--- src/rtl/sram_like_arbiter.sv ---
// 2:1 arbiter sharing one SRAM-like port between inst fetch and data access.
// Response ownership is tracked by an in-order tag FIFO; inst starvation is bounded.
module sram_like_arbiter #(
   parameter int MAX_OUTSTANDING = 2,
   parameter int STARVE_LIMIT    = 3
) (
   input  logic        clk,
   input  logic        reset,
   input  logic        inst_req,
   input  logic [31:0] inst_addr,
   output logic        inst_addr_ok,
   output logic        inst_data_ok,
   output logic [31:0] inst_rdata,
   input  logic        data_req,
   input  logic        data_wr,
   input  logic [1:0]  data_size,
   input  logic [3:0]  data_wstrb,
   input  logic [31:0] data_addr,
   input  logic [31:0] data_wdata,
   output logic        data_addr_ok,
   output logic        data_data_ok,
   output logic [31:0] data_rdata,
   output logic        mem_req,
   output logic        mem_wr,
   output logic [1:0]  mem_size,
   output logic [3:0]  mem_wstrb,
   output logic [31:0] mem_addr,
   output logic [31:0] mem_wdata,
   input  logic        mem_addr_ok,
   input  logic        mem_data_ok,
   input  logic [31:0] mem_rdata
);

   localparam int PW = (MAX_OUTSTANDING > 1) ? $clog2(MAX_OUTSTANDING) : 1;
   localparam int CW = $clog2(MAX_OUTSTANDING + 1);
   localparam int SW = (STARVE_LIMIT > 0) ? $clog2(STARVE_LIMIT + 1) : 1;

   localparam logic [CW-1:0] CNT_FULL   = CW'(MAX_OUTSTANDING);
   localparam logic [SW-1:0] STARVE_MAX = SW'(STARVE_LIMIT);
   localparam logic [PW-1:0] PTR_LAST   = PW'(MAX_OUTSTANDING - 1);

   logic [MAX_OUTSTANDING-1:0] tag_q;
   logic [PW-1:0]              wr_ptr;
   logic [PW-1:0]              rd_ptr;
   logic [CW-1:0]              count;
   logic [SW-1:0]              starve_cnt;
   logic                       lock_valid;
   logic                       lock_sel;

   logic full;
   logic sel_data;
   logic accept;
   logic push;
   logic pop;
   logic head_tag;

   function automatic logic [PW-1:0] ptr_inc(input logic [PW-1:0] p);
      return (p == PTR_LAST) ? '0 : p + 1'b1;
   endfunction

   assign full = (count == CNT_FULL);

   // A pending lock pins the winner until the downstream accepts it.
   always_comb begin
      sel_data = 1'b0;
      if (lock_valid)
         sel_data = lock_sel;
      else if (inst_req && !data_req)
         sel_data = 1'b0;
      else if (data_req && !inst_req)
         sel_data = 1'b1;
      else if (inst_req && data_req)
         sel_data = (starve_cnt != STARVE_MAX);
   end

   assign mem_req   = (inst_req | data_req) & ~full & ~reset;
   assign mem_wr    = sel_data & data_wr;
   assign mem_size  = sel_data ? data_size  : 2'd2;
   assign mem_wstrb = sel_data ? data_wstrb : 4'b0000;
   assign mem_addr  = sel_data ? data_addr  : inst_addr;
   assign mem_wdata = sel_data ? data_wdata : 32'd0;

   assign accept = mem_req & mem_addr_ok;
   assign push   = accept;

   assign inst_addr_ok = accept & ~sel_data;
   assign data_addr_ok = accept & sel_data;

   // Responses with nothing outstanding are stale and dropped.
   assign head_tag = tag_q[rd_ptr];
   assign pop      = mem_data_ok & (count != '0) & ~reset;

   assign inst_data_ok = pop & ~head_tag;
   assign data_data_ok = pop & head_tag;

   assign inst_rdata = mem_rdata;
   assign data_rdata = mem_rdata;

   always_ff @(posedge clk) begin
      if (reset) begin
         tag_q  <= '0;
         wr_ptr <= '0;
         rd_ptr <= '0;
         count  <= '0;
      end else begin
         if (push) begin
            tag_q[wr_ptr] <= sel_data;
            wr_ptr        <= ptr_inc(wr_ptr);
         end
         if (pop)
            rd_ptr <= ptr_inc(rd_ptr);
         if (push && !pop)
            count <= count + 1'b1;
         else if (pop && !push)
            count <= count - 1'b1;
      end
   end

   always_ff @(posedge clk) begin
      if (reset)
         starve_cnt <= '0;
      else if (!inst_req)
         starve_cnt <= '0;
      else if (accept && !sel_data)
         starve_cnt <= '0;
      else if (accept && starve_cnt != STARVE_MAX)
         starve_cnt <= starve_cnt + 1'b1;
   end

   always_ff @(posedge clk) begin
      if (reset) begin
         lock_valid <= 1'b0;
         lock_sel   <= 1'b0;
      end else if (mem_req && !mem_addr_ok) begin
         lock_valid <= 1'b1;
         lock_sel   <= sel_data;
      end else if (accept) begin
         lock_valid <= 1'b0;
      end
   end

endmodule

--- config.mk ---
export PLATFORM = sky130hd
export DESIGN_NAME = sram_like_arbiter
export DESIGN_NICKNAME = d
export VERILOG_FILES = /design/src/rtl/sram_like_arbiter.sv
export SDC_FILE = /design/constraint.sdc
export NUM_CORES = 1
export LEC_CHECK = 0
export BUFFER_PORTS_ARGS = -buffer_cell sky130_fd_sc_hd__clkbuf_2
export CAP_MARGIN = 20
export CORE_AREA = 2 2 108 110
export DETAILED_ROUTE_END_ITERATION = 10
export DIE_AREA = 0 0 110 112
export PLACE_DENSITY = 0.53
export SLEW_MARGIN = 20
export SYNTH_ARGS = -nofsm -noshare
export SYNTH_HDL_FRONTEND = slang
export SYNTH_SLANG_ARGS = --single-unit
--- constraint.sdc ---
create_clock -name clk -period 5 [get_ports clk]
set_clock_uncertainty 0.05 [all_clocks]
set_input_delay 0.25 -clock clk [delete_from_list [all_inputs] [get_ports clk]]
set_output_delay 0.25 -clock clk [all_outputs]
set_load 0.05 [all_outputs]
**Word level (Yosys, flattened, before mapping)**

Index checks and enable logic that the tools add are counted.

- Magnitude comparators: 3
- Bitwise gates (word level): 16
- Mux-type cells: 19
- Reduce and logical (&&, ||, !) cells: 19
- $add $sub $neg: 5
- Eq/ne operators: 2

Operator list:

| kind | number |
|---|---|
| 32-bit 2-to-1 mux | 2 |
| 1-bit 2-to-1 mux | 11 |
| 1-bit bitwise AND | 10 |
| 1-bit logical AND | 9 |
| 1-bit logical NOT | 6 |
| 2-bit 2-to-1 mux | 3 |
| 2-bit nonzero test | 3 |
| 1-bit inverter | 5 |
| 2-bit by 1-bit adder with 2-bit output (second input constant) | 2 |
| 1-bit by 2-bit less-than comparator with 1-bit output (second input constant) | 2 |
| 4-bit 2-to-1 mux | 1 |
| 3-bit OR reduction | 1 |
| 1-bit adder (second input constant) | 2 |
| 2-bit bitwise mux | 1 |
| 2-bit equality test (second input constant) | 1 |
| 2-bit inequality test (second input constant) | 1 |
| 2-bit by 1-bit subtractor with 2-bit output (second input constant) | 1 |
| 1-bit demux with 1-bit select | 1 |
| 1-bit >= comparator (second input constant) | 1 |
| 1-bit bitwise OR | 1 |

- Flip-flop bits (word level): 10
- Output and inout port bits: 140
- Word-level logic and storage cells: 71
- Input bits: 141

**Depth between registers and ports, before layout**

Gate-level depths: netlist of run 1.

- Depth in word-level cells: 9
- Depth in mapped cells: 7
- Gate-level depth less buffers: 7

**Worst setup path after synthesis of run 1**

OpenSTA, ideal clock, no wires.

- Path kind: flip-flop to output port
- Start: register count[1]
- End: output inst_addr_ok
- Arrival: 2084 ps
- Path slack: 2616 ps
- Cell stages (with the launch flop): 4
- Path through: dfxtp_1 > nor2b_2 > or3_4 > a211oi_1

- Word-level cells in the longest chain between the ends: 6

RTL lines:

| element | RTL line | RTL |
|---|---|---|
| start, declared | 45 | `logic [CW-1:0] count;` |
| start signal, assigned | 113 | `count <= count + 1'b1;` |
| start signal, assigned | 115 | `count <= count - 1'b1;` |
| 2-bit equality test | 61 | `assign full = (count == CNT_FULL);` |
| 1-bit inverter | 76 | `assign mem_req = (inst_req \| data_req) & ~full & ~reset;` |
| 1-bit bitwise AND (2 in a row) | 76 |  |
| 1-bit bitwise AND | 83 | `assign accept = mem_req & mem_addr_ok;` |
| 1-bit bitwise AND | 86 | `assign inst_addr_ok = accept & ~sel_data;` |
| end, declared | 11 | `output logic inst_addr_ok,` |

No other way between the ends.

**Worst setup path in the final report of run 1**

- Start: register starve_cnt[0]
- End: output mem_addr[29]

- Word-level cells in the longest chain between the ends: 6

RTL lines:

| element | RTL line | RTL |
|---|---|---|
| start, declared | 46 | `logic [SW-1:0] starve_cnt;` |
| start signal, assigned | 127 | `starve_cnt <= starve_cnt + 1'b1;` |
| 2-bit inequality test | 73 | `sel_data = (starve_cnt != STARVE_MAX);` |
| 1-bit 2-to-1 mux | 72 | `else if (inst_req && data_req)` |
| 1-bit 2-to-1 mux | 70 | `else if (data_req && !inst_req)` |
| 1-bit 2-to-1 mux | 68 | `else if (inst_req && !data_req)` |
| 1-bit 2-to-1 mux | 66 | `if (lock_valid)` |
| 32-bit 2-to-1 mux | 80 | `assign mem_addr = sel_data ? data_addr : inst_addr;` |
| end, declared | 27 | `output logic [31:0] mem_addr,` |

No other way between the ends.

==> summary.md, run 1 <==
| Metric | Value |
|---|---|
| Post-Syn Instances | 207 |
| Hold path depth | 2 |
| Clock Sinks | 10 |
| Flop and latch count out of synthesis | 10 |
| Die Footprint | 12,300 um^2 |
| Vias | 1,825 |
| Setup WS post-layout | 2.16 ns |
| Hold Crit Class | in2reg |
| Seq/Total Area, Yosys | 11.4% |
| Clock latency on the worst-skew pair | 0.24 ns |
| Commonest cells after routing, fill and taps aside | 184 x clkbuf_2, 40 x nor2b_1, 17 x mux2_4 |
| Period utilization | 56.9% |
| Port Buffers | 184 |
| Net count after synthesis | 350 |
| Grt total ovfl | 0 |
| Critical Path AT | 2.54 ns |
| Global-route wire length before repair | 8380 um |
| Final hold viol count | 0 |
| Avg WL per Cell | 13.9 um |
| Top delay family on crit path | buffers and inverters |
| Yosys warnings | 0 |
| Die X-Extent | 110 um |
| Num rows | 39 |
| PD cells | 285 nW/um^2 |
| Buf/Inv on CP | 2 |
| Crit path depth | 6 |
| Sw Ratio | 51.7% |
| LEAKAGE | 1.31 nW |
| Relative slew slack | 57.7% |
| Core area | 11,200 um^2 |
| Worst IR Drop VDD | 0.182 mV |
| CTS HTree Levels | 1 |
| Post-CTS Setup Repair Bufs | 0 |
| # IOs | 281 |
| Sequential share of power | 14.2% |
| Largest net degree at the start of global routing | 30 |
| CP max stage cell | a21oi_4 |
| Area grow syn2layout | 37.2% |
| Maximum clock insertion buffer count | 2 |
| Clk root buf | clkbuf_16 |
| Starting Density | 15.7% |
| Max Slew Vio Count | 0 |
| Nets | 468 |
| Register Area | 200 um^2 |
| Mean Syn Cell Area | 8.50 um^2 |
| Placement Setup Slack | 2.38 ns |
| Startpoint types | register |
| First-pass detailed-route iteration total | 4 |
| DRT iter0 DRCs | 54 |
| Final min period | 2.84 ns |
| Clock Power Share | 20.3% |
| Final setup violation count | 0 |
| CP endpoint kind | primary output |
| GRT Overall Usage | 8.94% |
| RSZ-0062 raised after global routing | no |
| CP Max Fanout | 29 |
| GPL Wtd Cong | 0.758 |
| Synth top area share | 27.3% |
| Worst path required time | 4.70 ns |
| Routed Antenna Nets | 0 |
| Die height | 112 um |
| Drt via density | 3.92 |
| Mapped cell area | 1760 um^2 |
| TritonCTS clock tree | done |
| Post-CTS Resized | 0 |
| Outcome | finished, final reports clean |
| Measured slew at the worst slew-check pin | 0.634 ns |
| Max-cap violations | 0 |
| Comb power frac | 65.5% |
| Post-synth top area cell | buf_4 |
| Final WL | 6480 um |
| Reg2reg path depth | 6 |
| CTS Buf Count | 3 |
| Ant diodes | 0 |
| Psw | 0.355 mW |
| Critical path class | reg2out |
| Most common cell after layout, fill and taps aside | clkbuf_2 |
| Initial antenna violation count | 0 |
| Internal | 0.332 mW |
| # DRC | 0 |
| DP Wirelength | 5650 um |
| Setup TNS | 0 ns |
| Hold buffer count at CTS | 0 |
| Multi-input gate area | 1000 um^2 |
| Achievable Freq | 0.352 GHz |
| Synth cell types | 33 |
| Top cells by area, synth | buf_4 27%, mux2_4 15%, nor2b_1 14% |
| Crit path largest cell delay | 0.55 ns |
| Share of cells above drive strength 1 | 70.6% |
| Clk slew on worst S/H paths | 0.04 ns |
| Cell chain of the critical path | ha_1 -> nand2_1 -> a21oi_4 -> buf_4 -> mux2_2 -> clkbuf_2 |
| Fill cells | 1,243 |
| Number of global-route vias before repair | 1,594 |
[power groups by stage]
stage                     registers [mW]  clock network, mW  logic, mW
after global routing              0.0987              0.146      0.475
after CTS                         0.0975              0.142      0.453
after global placement            0.0983                  0      0.448
after detailed placement          0.0987                  0      0.452
after floorplan                   0.0964                  0      0.485
final                             0.0974              0.140      0.450
[worst paths after layout]
| path | start | to | slack, ns |
|---|---|---|---|
| worst max-delay path | starve_cnt[0]$_SDFFE_PP0P_ | mem_addr[29] | 2.16 |
| worst min-delay path | reset | count[1]$_SDFFE_PP0P_ | 0.30 |
| worst max register to register | count[0]$_SDFFE_PP0P_ | count[1]$_SDFFE_PP0P_ | 3.08 |
| worst min register to register | starve_cnt[1]$_SDFFE_PP0P_ | starve_cnt[1]$_SDFFE_PP0P_ | 0.44 |
[stage by stage]
stage / instances / total power, mW / hold slack [ns] / util (%) / cell area (um^2)
floorplan: 207 / 0.582 / 0.404 / - / 1760
global placement: 463 / 0.547 / 0.417 / 20.9 / 2340
detailed placement: 463 / 0.550 / 0.434 / 20.9 / 2340
CTS: 466 / 0.693 / 0.300 / 21.6 / 2410
global route: 466 / 0.720 / 0.344 / 21.6 / 2410
finish: 466 / 0.687 / 0.298 / 21.6 / 2410
[layer usage]
metal / routed length [um] / share of wire (%) / track usage [%]
met5: 0 / 0 / 0
met2: 2870 / 44 / 14.3
met4: 25 / 0.39 / 1.01
met1: 2570 / 40 / 10.7
met3: 1020 / 16 / 5.04
[kinds of logic (layout without fill, tap and decap cells)]
| group | Yosys count | count (layout) | share of synthesized area [%] |
|---|---|---|---|
| AO/OA/AOI/OAI | 18 | 18 | 7.47 |
| XOR/XNOR | 3 | 3 | 1.49 |
| adder cells (fa/ha/maj) | 2 | 2 | 1.42 |
| buffers and inverters | 78 | 194 | 31.9 |
| flip-flops | 10 | 10 | 11.4 |
| multiplexers | 33 | 33 | 24.7 |
| AND/OR/NAND/NOR | 63 | 63 | 21.6 |
[layout make-up]
class                   count  share of cell area, %
flip-flops and latches     10                   8.29
repair buffers            186                   38.8
clock buffers               3                   3.11
multi-input cells         119                   41.6
well taps                 143                   7.41
inverters                   5                  0.778
[synthesized netlist by cell type]
cell,n
a41oi_1,2
o211ai_1,1
clkbuf_1,1
xor2_1,3
mux2i_1,1
a31oi_1,1
nor2b_1,40
inv_1,5
a21oi_2,1
nor2_1,5
o32ai_1,2
nand2_1,3
buf_2,5
o31ai_1,1
dfxtp_1,10
a2111oi_0,1
mux2_4,17
or4_1,1
o21ai_0,2
and2_1,1
mux2_2,15
buf_4,64
a211oi_1,2
buf_6,3
ha_1,2
a311oi_1,2
or3_4,1
a21oi_1,3
nand2b_1,2
nor3_1,4
or2_2,3
nor2b_2,2
or3_1,1
[flip-flops by register name, indices dropped and copies added (netlist names)]
name        cells
count           2
lock_sel        1
lock_valid      1
rd_ptr          1
starve_cnt      2
tag_q           2
wr_ptr          1
No activity file was read; power rests on OpenSTA's default activity.
==> inputs of run 2 (changes only) <==
--- a/config.mk
+++ b/config.mk
@@ -10,7 +10,7 @@
 export CORE_AREA = 2 2 108 110
 export DETAILED_ROUTE_END_ITERATION = 10
 export DIE_AREA = 0 0 110 112
-export PLACE_DENSITY = 0.53
+export PLACE_DENSITY = 0.55
 export SLEW_MARGIN = 20
 export SYNTH_ARGS = -nofsm -noshare
 export SYNTH_HDL_FRONTEND = slang
==> constraint.sdc (replaced) <==
create_clock -name clk -period 2.4 [get_ports clk]
set_clock_uncertainty 0.05 [all_clocks]
set_input_delay 0.12 -clock clk [delete_from_list [all_inputs] [get_ports clk]]
set_output_delay 0.12 -clock clk [all_outputs]
set_load 0.05 [all_outputs]
==> summary.md, run 2 (same netlist as run 1, synthesis figures left out) <==
| Metric | Value |
|---|---|
| Grt total ovfl | 0 |
| Clk root buf | clkbuf_16 |
| Critical path class | reg2out |
| Sequential share of power | 13.7% |
| Critical Path AT | 2.06 ns |
| DP Wirelength | 5340 um |
| Routed Antenna Nets | 0 |
| Max Slew Vio Count | 0 |
| Hold buffer count at CTS | 0 |
| Starting Density | 15.7% |
| Fill cells | 1,246 |
| Worst path required time | 2.23 ns |
| Clock latency on the worst-skew pair | 0.24 ns |
| Commonest cells after routing, fill and taps aside | 184 x clkbuf_2, 40 x nor2b_1, 17 x mux2_4 |
| Final hold viol count | 0 |
| Psw | 0.747 mW |
| Vias | 1,829 |
| Startpoint types | register |
| # IOs | 281 |
| Reg2Reg Capture Point | count[1]$_SDFFE_PP0P_ |
| Port Buffers | 184 |
| Sw Ratio | 50.5% |
| First-pass detailed-route iteration total | 4 |
| Die height | 112 um |
| Comb power frac | 64.0% |
| Area grow syn2layout | 39.1% |
| Post-CTS Setup Repair Bufs | 0 |
| GPL Wtd Cong | 0.781 |
| Reg2reg path depth | 6 |
| CP Max Fanout | 64 |
| Final hold slack | 0.174 ns |
| Setup crit end | mem_addr[2] |
| Measured slew at the worst slew-check pin | 0.540 ns |
| Initial antenna violation count | 0 |
| Clock Power Share | 22.3% |
| Drt via density | 3.91 |
| Crit path from | starve_cnt[0]$_SDFFE_PP0P_ |
| Post-DP Area | 2360 um^2 |
| Period utilization | 92.9% |
| Clk slew on worst S/H paths | 0.04 ns |
| RSZ-0062 raised after global routing | no |
| Die X-Extent | 110 um |
| Die Footprint | 12,300 um^2 |
| Hold path depth | 2 |
| Avg WL per Cell | 13.5 um |
| Launch point of the worst reg-to-reg path | count[1]$_SDFFE_PP0P_ |
| Overall Power | 1.48 mW |
| Worst IR Drop VDD | 0.416 mV |
| CTS Buf Count | 3 |
| Max-cap violations | 0 |
| Maximum clock insertion buffer count | 2 |
| Core area | 11,200 um^2 |
| Final min period | 2.23 ns |
| LEAKAGE | 1.32 nW |
| CP endpoint kind | primary output |
| # DRC | 0 |
| Final WL | 6320 um |
| Number of global-route vias before repair | 1,619 |
| Ant diodes | 0 |
| Top Registers | count: 2 flops, starve_cnt: 2 flops, tag_q: 2 flops |
| Relative slew slack | 63.1% |
| Clock Sinks | 10 |
| Reg2Reg Setup Slack | 0.49 ns |
| CTS HTree Levels | 1 |
| Post-CTS Resized | 0 |
| Nets | 469 |
| Outcome | finished, final reports clean |
| Internal | 0.734 mW |
| GRT Overall Usage | 8.72% |
| Global-route wire length before repair | 8270 um |
| Num rows | 39 |
| Share of cells above drive strength 1 | 70.8% |
| PD cells | 605 nW/um^2 |
| Achievable Freq | 0.449 GHz |
| Hold Crit Class | in2reg |
| Most common cell after layout, fill and taps aside | clkbuf_2 |
| Setup TNS | 0 ns |
| Largest net degree at the start of global routing | 65 |
| Final setup violation count | 0 |
| DRT iter0 DRCs | 41 |
| TritonCTS clock tree | done |
| Fin area | 2450 um^2 |
[run 2: changes by cell type in the layout (fill, tap and decap cells not counted), sizes merged]
cell / change
buf: +1
clkbuf: +1
[run 2: power by group through the flow]
stage | clock [mW] | sequential, mW | combinational (mW)
after floorplan | 0 | 0.201 | 1.01
after global placement | 0 | 0.205 | 0.944
after detailed placement | 0 | 0.204 | 0.952
after CTS | 0.338 | 0.202 | 0.954
after global routing | 0.345 | 0.204 | 1.00
final | 0.331 | 0.202 | 0.948
[run 2: final cells by class]
type / count / area (um^2) / area share, %
clock buffers: 4 / 88.8 / 3.63
inverters: 5 / 18.8 / 0.767
repair buffers: 187 / 956 / 39.1
multi-input cells: 119 / 1000 / 41.1
well taps: 143 / 179 / 7.31
flip-flops and latches: 10 / 200 / 8.18
[run 2: how the worst min path moves through the flow]
stage	start	slack (ns)	end
floorplan	reset	0.28	starve_cnt[1]$_SDFFE_PP0P_
global placement	mem_rdata[19]	0.19	data_rdata[19]
detailed placement	mem_rdata[19]	0.19	data_rdata[19]
CTS	reset	0.18	wr_ptr$_SDFFE_PP0N_
global route	mem_rdata[19]	0.19	inst_rdata[19]
finish	reset	0.17	count[1]$_SDFFE_PP0P_
[run 2: worst max-delay path, stage by stage, from the launching register on]
cell	delay (ns)
dfxtp_1	0.35
ha_1	0.20
nand2_1	0.11
a21oi_4	0.18
buf_12	0.28
mux2_2	0.38
clkbuf_2	0.24
[run 2: routing by layer]
| layer | routed length [um] | part of all wire, % | track usage [%] |
|---|---|---|---|
| met2 | 2610 | 41 | 12.7 |
| met3 | 1090 | 17 | 5.50 |
| met1 | 2600 | 41 | 11.0 |
| met5 | 0 | 0 | 0 |
| met4 | 31 | 0.49 | 1.52 |
[run 2: stage by stage]
stage          worst slack, ns  util (%)  instances
6_report                 0.171      21.9        468
5_1_grt                 0.0818      21.9        468
4_1_cts                  0.149      21.9        468
3_5_place_dp             0.408      21.1        464
3_3_place_gp             0.471      21.1        464
2_1_floorplan            0.146         -        207
